--- config.mk ---
export PLATFORM = sky130hd
export DESIGN_NAME = vx_matrix_row_seq
export DESIGN_NICKNAME = d
export VERILOG_FILES = /design/src/rtl/vx_matrix_row_seq.sv
export SDC_FILE = /design/constraint.sdc
export NUM_CORES = 1
export LEC_CHECK = 0
export ABC_AREA = 1
export CORE_AREA = 2 2 254 256
export CTS_BUF_LIST = sky130_fd_sc_hd__clkbuf_16
export CTS_CLUSTER_SIZE = 16
export DETAILED_ROUTE_END_ITERATION = 7
export DIE_AREA = 0 0 256 258
export PLACE_DENSITY = 0.59
export SLEW_MARGIN = 20
export SYNTH_ARGS = -nofsm -noshare
export SYNTH_HDL_FRONTEND = slang
export SYNTH_SLANG_ARGS = --single-unit
--- constraint.sdc ---
create_clock -name clk -period 2.5 [get_ports clk]
set_clock_uncertainty 0.2 [all_clocks]
set_input_delay 0.5 -clock clk [delete_from_list [all_inputs] [get_ports clk]]
set_output_delay 0.5 -clock clk [all_outputs]
set_load 0.01 [all_outputs]
--- src/rtl/vx_matrix_row_seq.sv ---
// Matrix row sequencer: expands each accepted matrix instruction into row beats and tracks matrix groups.
// Optional MATRIX_ROW_SEQ_PERF_EN adds beat and stall performance counters.
module vx_matrix_row_seq #(
    parameter int NUM_THREADS  = 4,
    parameter int XLEN         = 32,
    parameter int UUID_WIDTH   = 44,
    parameter int WIS_W        = 2,
    parameter int NR_BITS      = 6,
    parameter int M_INSTR_BITS = 4
) (
    input  logic                        clk,
    input  logic                        reset,
    input  logic                        in_valid,
    output logic                        in_ready,
    input  logic [UUID_WIDTH-1:0]       in_uuid,
    input  logic [WIS_W-1:0]            in_wis,
    input  logic [NUM_THREADS-1:0]      in_tmask,
    input  logic [NR_BITS-1:0]          in_rd,
    input  logic [NUM_THREADS*XLEN-1:0] in_rs1_data,
    input  logic [NUM_THREADS*XLEN-1:0] in_rs2_data,
    input  logic                        in_m_type,
    input  logic [3:0]                  in_m_row_size,
    input  logic [M_INSTR_BITS-1:0]     in_m_instr_id,
    input  logic [3:0]                  in_m_instr_cnt,
    output logic                        out_valid,
    input  logic                        out_ready,
    output logic [UUID_WIDTH-1:0]       out_uuid,
    output logic [WIS_W-1:0]            out_wis,
    output logic [NUM_THREADS-1:0]      out_tmask,
    output logic [NR_BITS-1:0]          out_rd,
    output logic [NUM_THREADS*XLEN-1:0] out_rs1_data,
    output logic [NUM_THREADS*XLEN-1:0] out_rs2_data,
    output logic [3:0]                  out_row,
    output logic                        out_last,
    output logic                        grp_done,
    output logic [M_INSTR_BITS-1:0]     grp_done_id,
    output logic                        grp_err
`ifdef MATRIX_ROW_SEQ_PERF_EN
    ,
    output logic [31:0]                 perf_beats,
    output logic [31:0]                 perf_stalls
`endif
);

    typedef enum logic [0:0] {IDLE = 1'b0, ISSUE = 1'b1} state_e;

    state_e                      state_q, state_d;
    logic [3:0]                  row_q, last_row_q;
    logic                        m_type_q;
    logic [M_INSTR_BITS-1:0]     instr_id_q;
    logic [3:0]                  instr_cnt_q;
    logic                        accept_s, out_hs_s, last_hs_s;

    logic                        grp_active_q, grp_active_d;
    logic [M_INSTR_BITS-1:0]     grp_id_q, grp_id_d;
    logic [4:0]                  grp_cnt_q, grp_cnt_d, cnt_next_s;
    logic                        grp_done_q, grp_done_d, grp_err_q, grp_err_d;
    logic [M_INSTR_BITS-1:0]     grp_done_id_q, grp_done_id_d;

    // A group of zero instructions is treated as a group of one.
    function automatic logic grp_complete(input logic [4:0] cnt, input logic [3:0] need);
        logic [4:0] lim;
        lim = (need == 4'd0) ? 5'd1 : {1'b0, need};
        return (cnt >= lim);
    endfunction

    assign accept_s  = in_valid && in_ready;
    assign out_hs_s  = out_valid && out_ready;
    assign last_hs_s = out_hs_s && out_last;

    // State register.
    always_ff @(posedge clk or negedge reset) begin
        if (!reset) begin
            state_q <= IDLE;
        end else begin
            state_q <= state_d;
        end
    end

    // Next-state logic; a new accept on the last beat keeps issuing without a bubble.
    always_comb begin
        state_d = state_q;
        case (state_q)
            IDLE:    state_d = accept_s ? ISSUE : IDLE;
            ISSUE:   state_d = (last_hs_s && !accept_s) ? IDLE : ISSUE;
            default: state_d = IDLE;
        endcase
    end

    // Handshake outputs derived from the registered state and row counter.
    always_comb begin
        out_valid = (state_q == ISSUE);
        out_last  = out_valid && (row_q == last_row_q);
        in_ready  = !out_valid || (out_ready && out_last);
    end

    // Instruction capture and row counter; counter stops at the last row.
    always_ff @(posedge clk or negedge reset) begin
        if (!reset) begin
            out_uuid     <= '0;
            out_wis      <= '0;
            out_tmask    <= '0;
            out_rd       <= '0;
            out_rs1_data <= '0;
            out_rs2_data <= '0;
            m_type_q     <= 1'b0;
            instr_id_q   <= '0;
            instr_cnt_q  <= 4'd0;
            last_row_q   <= 4'd0;
            row_q        <= 4'd0;
        end else if (accept_s) begin
            out_uuid     <= in_uuid;
            out_wis      <= in_wis;
            out_tmask    <= in_tmask;
            out_rd       <= in_rd;
            out_rs1_data <= in_rs1_data;
            out_rs2_data <= in_rs2_data;
            m_type_q     <= in_m_type;
            instr_id_q   <= in_m_instr_id;
            instr_cnt_q  <= in_m_instr_cnt;
            last_row_q   <= in_m_type ? in_m_row_size : 4'd0;
            row_q        <= 4'd0;
        end else if (out_hs_s && !out_last) begin
            row_q        <= row_q + 4'd1;
        end else begin
            row_q        <= row_q;
        end
    end

    assign out_row = row_q;

    // Group tracker next state, evaluated on the final beat of a matrix instruction.
    always_comb begin
        grp_active_d  = grp_active_q;
        grp_id_d      = grp_id_q;
        grp_cnt_d     = grp_cnt_q;
        grp_done_d    = 1'b0;
        grp_err_d     = 1'b0;
        grp_done_id_d = grp_done_id_q;
        cnt_next_s    = 5'd0;
        if (last_hs_s && m_type_q) begin
            if (grp_active_q && (grp_id_q != instr_id_q)) begin
                grp_err_d  = 1'b1;
                cnt_next_s = 5'd1;
            end else if (grp_active_q) begin
                cnt_next_s = grp_cnt_q + 5'd1;
            end else begin
                cnt_next_s = 5'd1;
            end
            if (grp_complete(cnt_next_s, instr_cnt_q)) begin
                grp_done_d    = 1'b1;
                grp_done_id_d = instr_id_q;
                grp_active_d  = 1'b0;
                grp_cnt_d     = 5'd0;
            end else begin
                grp_active_d  = 1'b1;
                grp_id_d      = instr_id_q;
                grp_cnt_d     = cnt_next_s;
            end
        end else begin
            cnt_next_s = 5'd0;
        end
    end

    // Group tracker registers and one-cycle completion/error pulses.
    always_ff @(posedge clk or negedge reset) begin
        if (!reset) begin
            grp_active_q  <= 1'b0;
            grp_id_q      <= '0;
            grp_cnt_q     <= 5'd0;
            grp_done_q    <= 1'b0;
            grp_err_q     <= 1'b0;
            grp_done_id_q <= '0;
        end else begin
            grp_active_q  <= grp_active_d;
            grp_id_q      <= grp_id_d;
            grp_cnt_q     <= grp_cnt_d;
            grp_done_q    <= grp_done_d;
            grp_err_q     <= grp_err_d;
            grp_done_id_q <= grp_done_id_d;
        end
    end

    assign grp_done    = grp_done_q;
    assign grp_err     = grp_err_q;
    assign grp_done_id = grp_done_id_q;

`ifdef MATRIX_ROW_SEQ_PERF_EN
    // Free-running wrap-around counters of output handshakes and stalled cycles.
    always_ff @(posedge clk or negedge reset) begin
        if (!reset) begin
            perf_beats  <= 32'd0;
            perf_stalls <= 32'd0;
        end else begin
            perf_beats  <= out_hs_s ? perf_beats + 32'd1 : perf_beats;
            perf_stalls <= (out_valid && !out_ready) ? perf_stalls + 32'd1 : perf_stalls;
        end
    end
`else
`endif

endmodule

==> results.txt, run 1 <==
Of the total power, the clock network draws 19.6%. Entering global routing, the biggest net connects 99 pins. For this run, the leading register cell type out of synthesis is sky130_fd_sc_hd__dfrtp_1. Global routing finished with a remaining overflow of 0. The synthesized design contains 0 enable-type register cells. The first global-routing pass estimated 78.3 mm of wire. The initial DRC count is 749.

The area inside the core boundary was 0.0636 sq mm; the number of instances in the synthesized netlist was 1591. By startpoint and endpoint, the worst setup path is classified as flip-flop to flip-flop. For the initial antenna violation count, the log shows 2.

Using the TritonRoute via totals, the vias-per-cell ratio works out to 4.22. Subtracting the final worst setup slack from the clock period gives 2.41 ns. The analysis attributes to cell leakage a power of 11.2 nW. When the netlist entered floorplanning its net count stood at 1926. The number of cells traversed by the worst hold path is 3. For this run, design rule violations remaining after detail routing come to 0. Startpoint kind of the worst setup timing path: a flip-flop.

Global routing used 14.8% of the available tracks across all layers. The Yosys step of the flow raised 0 warnings. The tools report the number of hold violations in the final report as 0. The run finished with clean final reports. For the weighted congestion reported at the end of routability-driven placement, the log shows 0.888. Share of layout cells above drive strength 1: 7.13%. The run gives 0 as the max-slew violation count. Together, buffers and inverters on the worst path number 3. The maximum resistive drop on vdd came out at 0.000735 V. CTS built an H-tree with a depth of 2. The mapped netlist covers 0.0140 sq mm.

Headroom to the max-slew limit came out at 66.2%. After detailed routing, the average wire length per cell comes to 16.2 microns. The run gives 654 as the number of ports placed on the die boundary.

The worst setup path is captured at a flip-flop. The share of the yosys chip area belonging to registers was 61.9%. For the post-route antenna net violation count, the log shows 0. Measured in cells, the most critical reg-to-reg path has a length of 16. Internal power comes to 17.9 mW. Final cycle utilization of the critical path: 96.4%. The standard cell with the maximum stage delay on the critical path is sky130_fd_sc_hd__dfrtp_1.

In this run the horizontal extent of the chip is 256 microns. The share of power burned in registers is 34.2%. At the placement stage, the worst setup path has a slack of -0.0367 ns.

Of all nets on the critical path, the largest fanout is 5. Number of synthesized register bits: 346. Summed over all layers, the routed wires come to 50.9 mm. The tools report the switching power total as 10.2 mW. TritonCTS built the clock tree.

Counting flops with an async set or reset pin after synthesis yields a share of 100%. The via count of the first global-routing pass was 13700; the initial core utilization was 22.0%. The logs give 5 for the length of the first detailed-routing pass in iterations and 46.3% for the combinational group share of total power. The tree built by TritonCTS fans out to 346 sinks.

The total negative slack was 0 ns; the die height was 258 microns. In this run the tool buffered the top-level ports with 653 buffer cells. The run gives 0.415 GHz as the maximum frequency from static timing analysis.

The die covers 0.0660 sq mm. Compared with the post-synthesis result, the final layout area differs by 66.6%. The cell family with the largest share of critical-path delay was simple AND/OR/NAND/NOR gates. The worst hold path class was input pin to flip-flop. The signal on the critical path passes through inv_1 > nand2_1 > nand2_1 > nor2_4 > nand3_4 > nor2_4 > ha_4 > nand2_2 > inv_2 > nand2_2 > nand3b_1 > a21oi_2 > nand2_2 > buf_6 > o21bai_1 > nand2_1. The tools report the clock latency on the worst-skew pair as 0.54 ns. After clock tree synthesis, the clock-pin slew on the worst setup and hold paths is 0.06 ns. STA puts the critical path data required time at 2.72 ns.

For the vias after detailed routing, the log shows 13300. In this run, CTS created clock tree buffers numbering 40. The switching power as a share of total power is 36.3%.

Data arrives at the worst endpoint at 2.63 ns. The mean area per synthesized cell was 8.79 sq um; the cell area power density was 1210 mW/mm^2. The tools report the total power draw as 28.1 mW.

For this run, the slowest stage of the critical path takes 0.39 ns. The placed wire-length estimate after detailed placement was 37.4 mm; the worst hold slack after final layout was 0.158 ns. The number of standard-cell rows in the floorplan is 93.

At the end of the flow, the number of nets in the layout was 2595. At the pin with the least slew margin, the transition time is 0.506 ns. The root buffer selected by CTS is sky130_fd_sc_hd__clkbuf_16.

The clock passes through at most 3 buffers. Setup violations remaining at the end of the flow were counted as 0. Counting buffers and inverters, the worst setup path is 16 cells deep. Setup repair after global routing could not meet its margin everywhere. After layout, the worst setup slack is 0.0907 ns. Number of maximum-capacitance constraint violations: 0.

The number of different library cells used by synthesis comes to 25.
-- per-stage QoR --
step / instances / utilization, % / instance area, sq um
6_report: 3142 / 36.6 / 23300
5_1_grt: 3142 / 36.6 / 23300
4_1_cts: 3135 / 36.4 / 23100
3_5_place_dp: 3065 / 34.4 / 21900
3_3_place_gp: 3065 / 34.4 / 21900
2_1_floorplan: 1591 / - / 14000
-- final timing paths --
kind	start	endpoint	slack [ns]
worst min-delay path	in_valid	out_uuid[11]$_DFFE_PN0P_	0.16
min in group asynchronous	reset	out_uuid[30]$_DFFE_PN0P_	0.24
worst min register to register	out_rs2_data[120]$_DFFE_PN0P_	out_rs2_data[120]$_DFFE_PN0P_	0.27
max in group asynchronous	reset	out_rs2_data[22]$_DFFE_PN0P_	1.04
worst max-delay path	instr_id_q[2]$_DFFE_PN0P_	grp_id_q[3]$_DFFE_PN0P_	0.09
worst max register to register	instr_id_q[2]$_DFFE_PN0P_	grp_id_q[3]$_DFFE_PN0P_	0.09
-- tightest hold or removal path, cell delays in order --
cell and delay [ns]:
sky130_fd_sc_hd__buf_8 0.18, sky130_fd_sc_hd__nand3_1 0.12, sky130_fd_sc_hd__nand2_1 0.05
-- final cells by class --
class / instances / area (sq um)
fillers: 6441 / 40400
flip-flops and latches: 346 / 8660
repair buffers: 736 / 7410
multi-input cells: 1104 / 4840
well taps: 855 / 1070
clock buffers: 41 / 1030
clock inverters: 27 / 168
inverters: 32 / 120
diodes: 1 / 2.50
-- cells in the final DEF, fill, tap and decap left out, types with 3 or more instances in the layout --
cell / instances
sky130_fd_sc_hd__nand2_1: 714
sky130_fd_sc_hd__clkdlybuf4s50_1: 649
sky130_fd_sc_hd__dfrtp_1: 346
sky130_fd_sc_hd__nand3_1: 335
sky130_fd_sc_hd__buf_4: 60
sky130_fd_sc_hd__inv_1: 43
sky130_fd_sc_hd__clkbuf_16: 41
sky130_fd_sc_hd__buf_12: 20
sky130_fd_sc_hd__nand2_2: 7
sky130_fd_sc_hd__nor2_1: 7
sky130_fd_sc_hd__nor2_4: 6
sky130_fd_sc_hd__o21ai_0: 6
sky130_fd_sc_hd__clkinv_1: 5
sky130_fd_sc_hd__ha_1: 5
sky130_fd_sc_hd__clkinv_2: 5
sky130_fd_sc_hd__o21bai_1: 4
sky130_fd_sc_hd__nand4_1: 3
sky130_fd_sc_hd__buf_2: 3
-- state kept, by name (all words and copies together), names as in the netlist --
register	count
out_rs1_data	128
out_rs2_data	128
out_uuid	44
out_rd	6
grp_cnt_q	5
grp_done_id	4
grp_id_q	4
instr_cnt_q	4
instr_id_q	4
last_row_q	4
out_row	4
out_tmask	4
out_wis	2
grp_active_q	1
grp_done	1
grp_err	1
m_type_q	1
out_valid	1
-- power by group through the flow --
stage / Sequential [mW] / Combinational [mW] / Clock [mW]
6_report: 9.60 / 13.0 / 5.50
5_1_grt: 9.91 / 14.2 / 5.92
4_1_cts: 9.61 / 13.0 / 5.70
3_5_place_dp: 9.65 / 12.9 / 0
3_3_place_gp: 9.56 / 12.7 / 0
2_1_floorplan: 10.6 / 4.20 / 0
-- kinds of logic (layout without fill, tap and decap cells) --
| kind of cell | Yosys count | count (layout) | share of synthesized area [%] |
|---|---|---|---|
| buf+inv | 141 | 836 | 4.56 |
| flops | 346 | 346 | 61.9 |
| compound gates | 14 | 14 | 0.618 |
| fa+ha+maj | 6 | 6 | 0.537 |
| simple gates | 1082 | 1082 | 32.2 |
| other cells | 0 | 1 | 0 |
| xor+xnor | 2 | 2 | 0.125 |
-- synth_stat cells, types with 2 or more instances --
library cell / number / share of area [%]
sky130_fd_sc_hd__buf_2: 50 / 1.8
sky130_fd_sc_hd__nand3_1: 338 / 12
sky130_fd_sc_hd__inv_1: 31 / 0.83
sky130_fd_sc_hd__nor2_1: 13 / 0.35
sky130_fd_sc_hd__ha_1: 6 / 0.54
sky130_fd_sc_hd__buf_4: 10 / 0.54
sky130_fd_sc_hd__nand2_2: 2 / 0.089
sky130_fd_sc_hd__o21bai_1: 4 / 0.21
sky130_fd_sc_hd__clkbuf_1: 44 / 1.2
sky130_fd_sc_hd__buf_1: 4 / 0.11
sky130_fd_sc_hd__a21oi_1: 2 / 0.072
sky130_fd_sc_hd__o21ai_0: 6 / 0.21
sky130_fd_sc_hd__dfrtp_1: 346 / 62
sky130_fd_sc_hd__nand4_1: 3 / 0.13
sky130_fd_sc_hd__nand2_1: 722 / 19
-- layer usage --
metal | up-vias | part of all wire [%] | track usage [%]
met2 | 478 | 49 | 25.4
met1 | 6257 | 39 | 17.0
li1 | 6404 | - | -
met3 | 130 | 7.1 | 4.15
met5 | - | 0.026 | 0
met4 | 2 | 4.8 | 7.29
-- timing repair --
| item | CTS | global route |
|---|---|---|
| hold buffers | 1 | 0 |
| gates cloned | 0 | 1 |
| setup endpoints to repair | 9 | 15 |
| hold endpoints to repair | 128 | 0 |
| gates resized for setup | 16 | 25 |
| buffers inserted | 1 | 5 |
| pin swaps | 2 | 16 |
No activity file was read; power rests on OpenSTA's default activity.
==> run 2, diff against run 1 <==
--- a/config.mk
+++ b/config.mk
@@ -12,6 +12,7 @@
 export DETAILED_ROUTE_END_ITERATION = 7
 export DIE_AREA = 0 0 256 258
 export PLACE_DENSITY = 0.59
+export SETUP_SLACK_MARGIN = 0.05
 export SLEW_MARGIN = 20
 export SYNTH_ARGS = -nofsm -noshare
 export SYNTH_HDL_FRONTEND = slang
==> results.txt, run 2 (synthesized netlist as in run 1, its figures left out) <==
By startpoint and endpoint, the worst setup path is classified as flip-flop to flip-flop. The clock share of power came out at 19.5% (about the same). The tools report the kind of end point of the critical path as a flip-flop.

The run gives 40 (unchanged) as the number of buffers created by CTS. For the clock sink count, the log shows 346 (unchanged). The weighted congestion reported at the end of routability-driven placement came out at 0.888 (unchanged). The tools report the number of ports placed on the die boundary as 654 (unchanged). The run gives 17.9 mW (+0.11%) as the cell-internal power.

TritonCTS built the clock tree. The top fanout value on the critical path works out to 5 (unchanged). Setup repair after global routing could not meet its margin everywhere.

The initial core utilization was 22.0% (unchanged). The final cycle utilization of the critical path came out at 96.6% (+0.26 points). The die height is 258 microns (unchanged). The layout overhead on the synthesized area came out at 66.7% (about the same).

Worst hold slack after final layout: 0.157 ns (-0.000794 ns). The source of the worst hold timing path was in_valid. The number of port buffers was 653 (unchanged). The library cells used most frequently in the layout, excluding fill and tap cells, are sky130_fd_sc_hd__nand2_1 (714), sky130_fd_sc_hd__clkdlybuf4s50_1 (649), sky130_fd_sc_hd__dfrtp_1 (346). The largest registers in the layout are out_rs1_data (128), out_rs2_data (128), out_uuid (44). Tracing the worst setup path back leads to its startpoint at instr_id_q[3]$_DFFE_PN0P_. The logs give 93 (unchanged) for the number of standard-cell rows in the floorplan and 13700 (unchanged) for the via count of the first global-routing pass.

The run gives 37.4 mm (unchanged) as the placed wire-length estimate after detailed placement. The share of power burned in registers was 34.1% (about the same). For the number of hold violations in the final report, the log shows 0 (unchanged).

The worst hold path class was input pin to flip-flop. The vias after detailed routing is 13300 (-0.045%), and the length of the first detailed-routing pass in iterations is 8 (+3). Combined global-route utilization of all metal layers: 14.8% (unchanged). The run gives 50.9 mm (+0.15%) as the aggregate routed wire length.

The total area of multi-input combinational cells came out at 0.00484 sq mm (unchanged). Post-detailed-route wirelength per cell: 16.2 microns (+0.12%). The flow ran to the end, and the final reports show no timing, DRC or antenna violations.

The switching power as a share of total power was 36.3% (about the same). The most critical setup path has its endpoint at grp_id_q[3]$_DFFE_PN0P_. The worst-case register-to-register setup slack is 0.08 ns (about the same), and the worst-case reg-to-reg path depth is 16 (unchanged). The run gives 2.63 ns (about the same) as the arrival time reported for the critical path endpoint. The number of H-tree levels is 2 (unchanged). The area inside the core boundary was 0.0636 sq mm (unchanged); the share of layout cells above drive strength 1 was 7.17% (+0.041 points). The logs give 78.3 mm (unchanged) for the first-pass GRT wire length and 0.00866 sq mm (unchanged) for the total area of sequential cells. The run gives 2596 (+0.039%) as the number of nets in the layout. The logs give 2 (unchanged) for the initial antenna violation count and 28.2 mW (+0.15%) for the total power draw. The number of maximum-capacitance constraint violations came out at 0 (unchanged). Switching power total: 10.2 mW (+0.20%). The worst register-to-register path ends at grp_id_q[3]$_DFFE_PN0P_.

The run gives 46.4% (about the same) as the combinational group share of total power. The logs give 6436 (-0.078%) for the final-layout fill cell count and 0.54 ns (about the same) for the clock latency on the worst-skew pair. The worst-case clock buffer depth is 3 (unchanged).

The DRC violations left is 0 (unchanged), and the average vias per placed instance is 4.22 (about the same). In this run the critical register-to-register path is launched from instr_id_q[3]$_DFFE_PN0P_. Most common cell after layout, fill and taps aside: sky130_fd_sc_hd__nand2_1. The post-route antenna net violation count is 0 (unchanged), and the max-slew violation count is 0 (unchanged). The maximum frequency from static timing analysis was 0.414 GHz (-0.26%); the initial DRC count was 739 (-1.3%). The max-slew headroom at the worst pin was 65.9% (-0.36 points); the transition time at the pin with the least slew margin was 0.512 ns (+0.00540 ns). The count of final setup violators came out at 0 (unchanged). The run gives 11.2 nW (about the same) as the static leakage power. The data required time of the worst path was 2.72 ns (about the same); the shortest clock period the worst path allows after layout was 2.42 ns (+0.00638 ns).

The cell area power density works out to 1210 mW/mm^2 (about the same). Startpoint kind of the worst setup timing path: a flip-flop. The run gives 99 (unchanged) as the pin count of the biggest net entering global routing. The total grt overflow was 0 (unchanged). The clock-pin slew of the registers on the worst-case setup and hold paths was 0.05 ns (about the same); the die footprint was 0.0660 sq mm (unchanged). The tools report the maximum resistive drop on vdd as 0.000739 V (+0.43%).

Width of the chip: 256 microns (unchanged). The root buffer selected by CTS was sky130_fd_sc_hd__clkbuf_16.
[run 2: cell type report]
cell class / count / share of cell area [%]
Timing Repair Buffer: 737 / 31.9
Inverter: 32 / 0.515
Multi-Input combinational cell: 1104 / 20.8
Antenna cell: 1 / 0.0107
Clock inverter: 27 / 0.719
Sequential cell: 346 / 37.1
Clock buffer: 41 / 4.40
Tap cell: 855 / 4.59
[run 2: routing by layer]
layer  part of all wire, %  GRT usage (%)  up-vias
li1                      -              -     6405
met2                    49           25.4      483
met5                 0.026              0        -
met4                   4.8           7.29        2
met1                    39           17.0     6243
met3                   7.1           4.15      132
[run 2: worst min-delay path by stage]
stage / depth (start not counted) / endpoint / slack, ns
final: 3 / out_uuid[10]$_DFFE_PN0P_ / 0.16
after global routing: 3 / out_rs1_data[83]$_DFFE_PN0P_ / 0.15
after CTS: 3 / out_rd[1]$_DFFE_PN0P_ / 0.12
after detailed placement: 1 / out_rs1_data[8]$_DFFE_PN0P_ / 0.20
after global placement: 1 / out_rs1_data[20]$_DFFE_PN0P_ / 0.20
after floorplan: 0 / grp_active_q$_DFFE_PN0P_ / 0.004
[run 2: power groups by stage]
stage	registers (mW)	clock network [mW]	logic, mW
2_1_floorplan	10.6	0	4.20
3_3_place_gp	9.56	0	12.7
3_5_place_dp	9.65	0	12.9
4_1_cts	9.61	5.70	13.0
5_1_grt	9.91	5.92	14.2
6_report	9.60	5.50	13.0
[run 2: stage by stage]
step | TNS, ns | cell area, sq um | setup slack, ns | utilization (%) | std cells
after floorplan | 0 | 14000 | 0.289 | - | 1591
after global placement | -0.0357 | 21900 | -0.0357 | 34.4 | 3065
after detailed placement | -0.161 | 21900 | -0.0367 | 34.4 | 3065
after CTS | 0 | 23200 | 0.0403 | 36.4 | 3135
after global routing | -0.313 | 23300 | -0.0604 | 36.6 | 3143
final | 0 | 23300 | 0.0843 | 36.6 | 3143
[run 2: worst max-delay path, stage by stage (launching register included)]
cell and delay, ns:
sky130_fd_sc_hd__dfrtp_1 0.39, sky130_fd_sc_hd__inv_1 0.06, sky130_fd_sc_hd__nand2_1 0.06, sky130_fd_sc_hd__nand2_2 0.06, sky130_fd_sc_hd__nor2_4 0.18, sky130_fd_sc_hd__nand3_4 0.11, sky130_fd_sc_hd__nor2_4 0.15, sky130_fd_sc_hd__ha_4 0.21
sky130_fd_sc_hd__nand2_2 0.06, sky130_fd_sc_hd__inv_2 0.03, sky130_fd_sc_hd__nand2_2 0.04, sky130_fd_sc_hd__nand3b_1 0.11, sky130_fd_sc_hd__a21oi_2 0.19, sky130_fd_sc_hd__nand2_2 0.09, sky130_fd_sc_hd__buf_6 0.14, sky130_fd_sc_hd__o21bai_1 0.14
sky130_fd_sc_hd__nand2_1 0.07
[run 2: what timing repair did]
| item | in CTS | in global routing |
|---|---|---|
| pin swaps | 2 | 20 |
| endpoints found under the setup margin | 12 | 16 |
| hold buffers | 1 | 0 |
| resized for setup | 17 | 25 |
| hold endpoints to repair | 128 | 0 |
| buffers inserted | 1 | 6 |
| gates cloned | 0 | 1 |
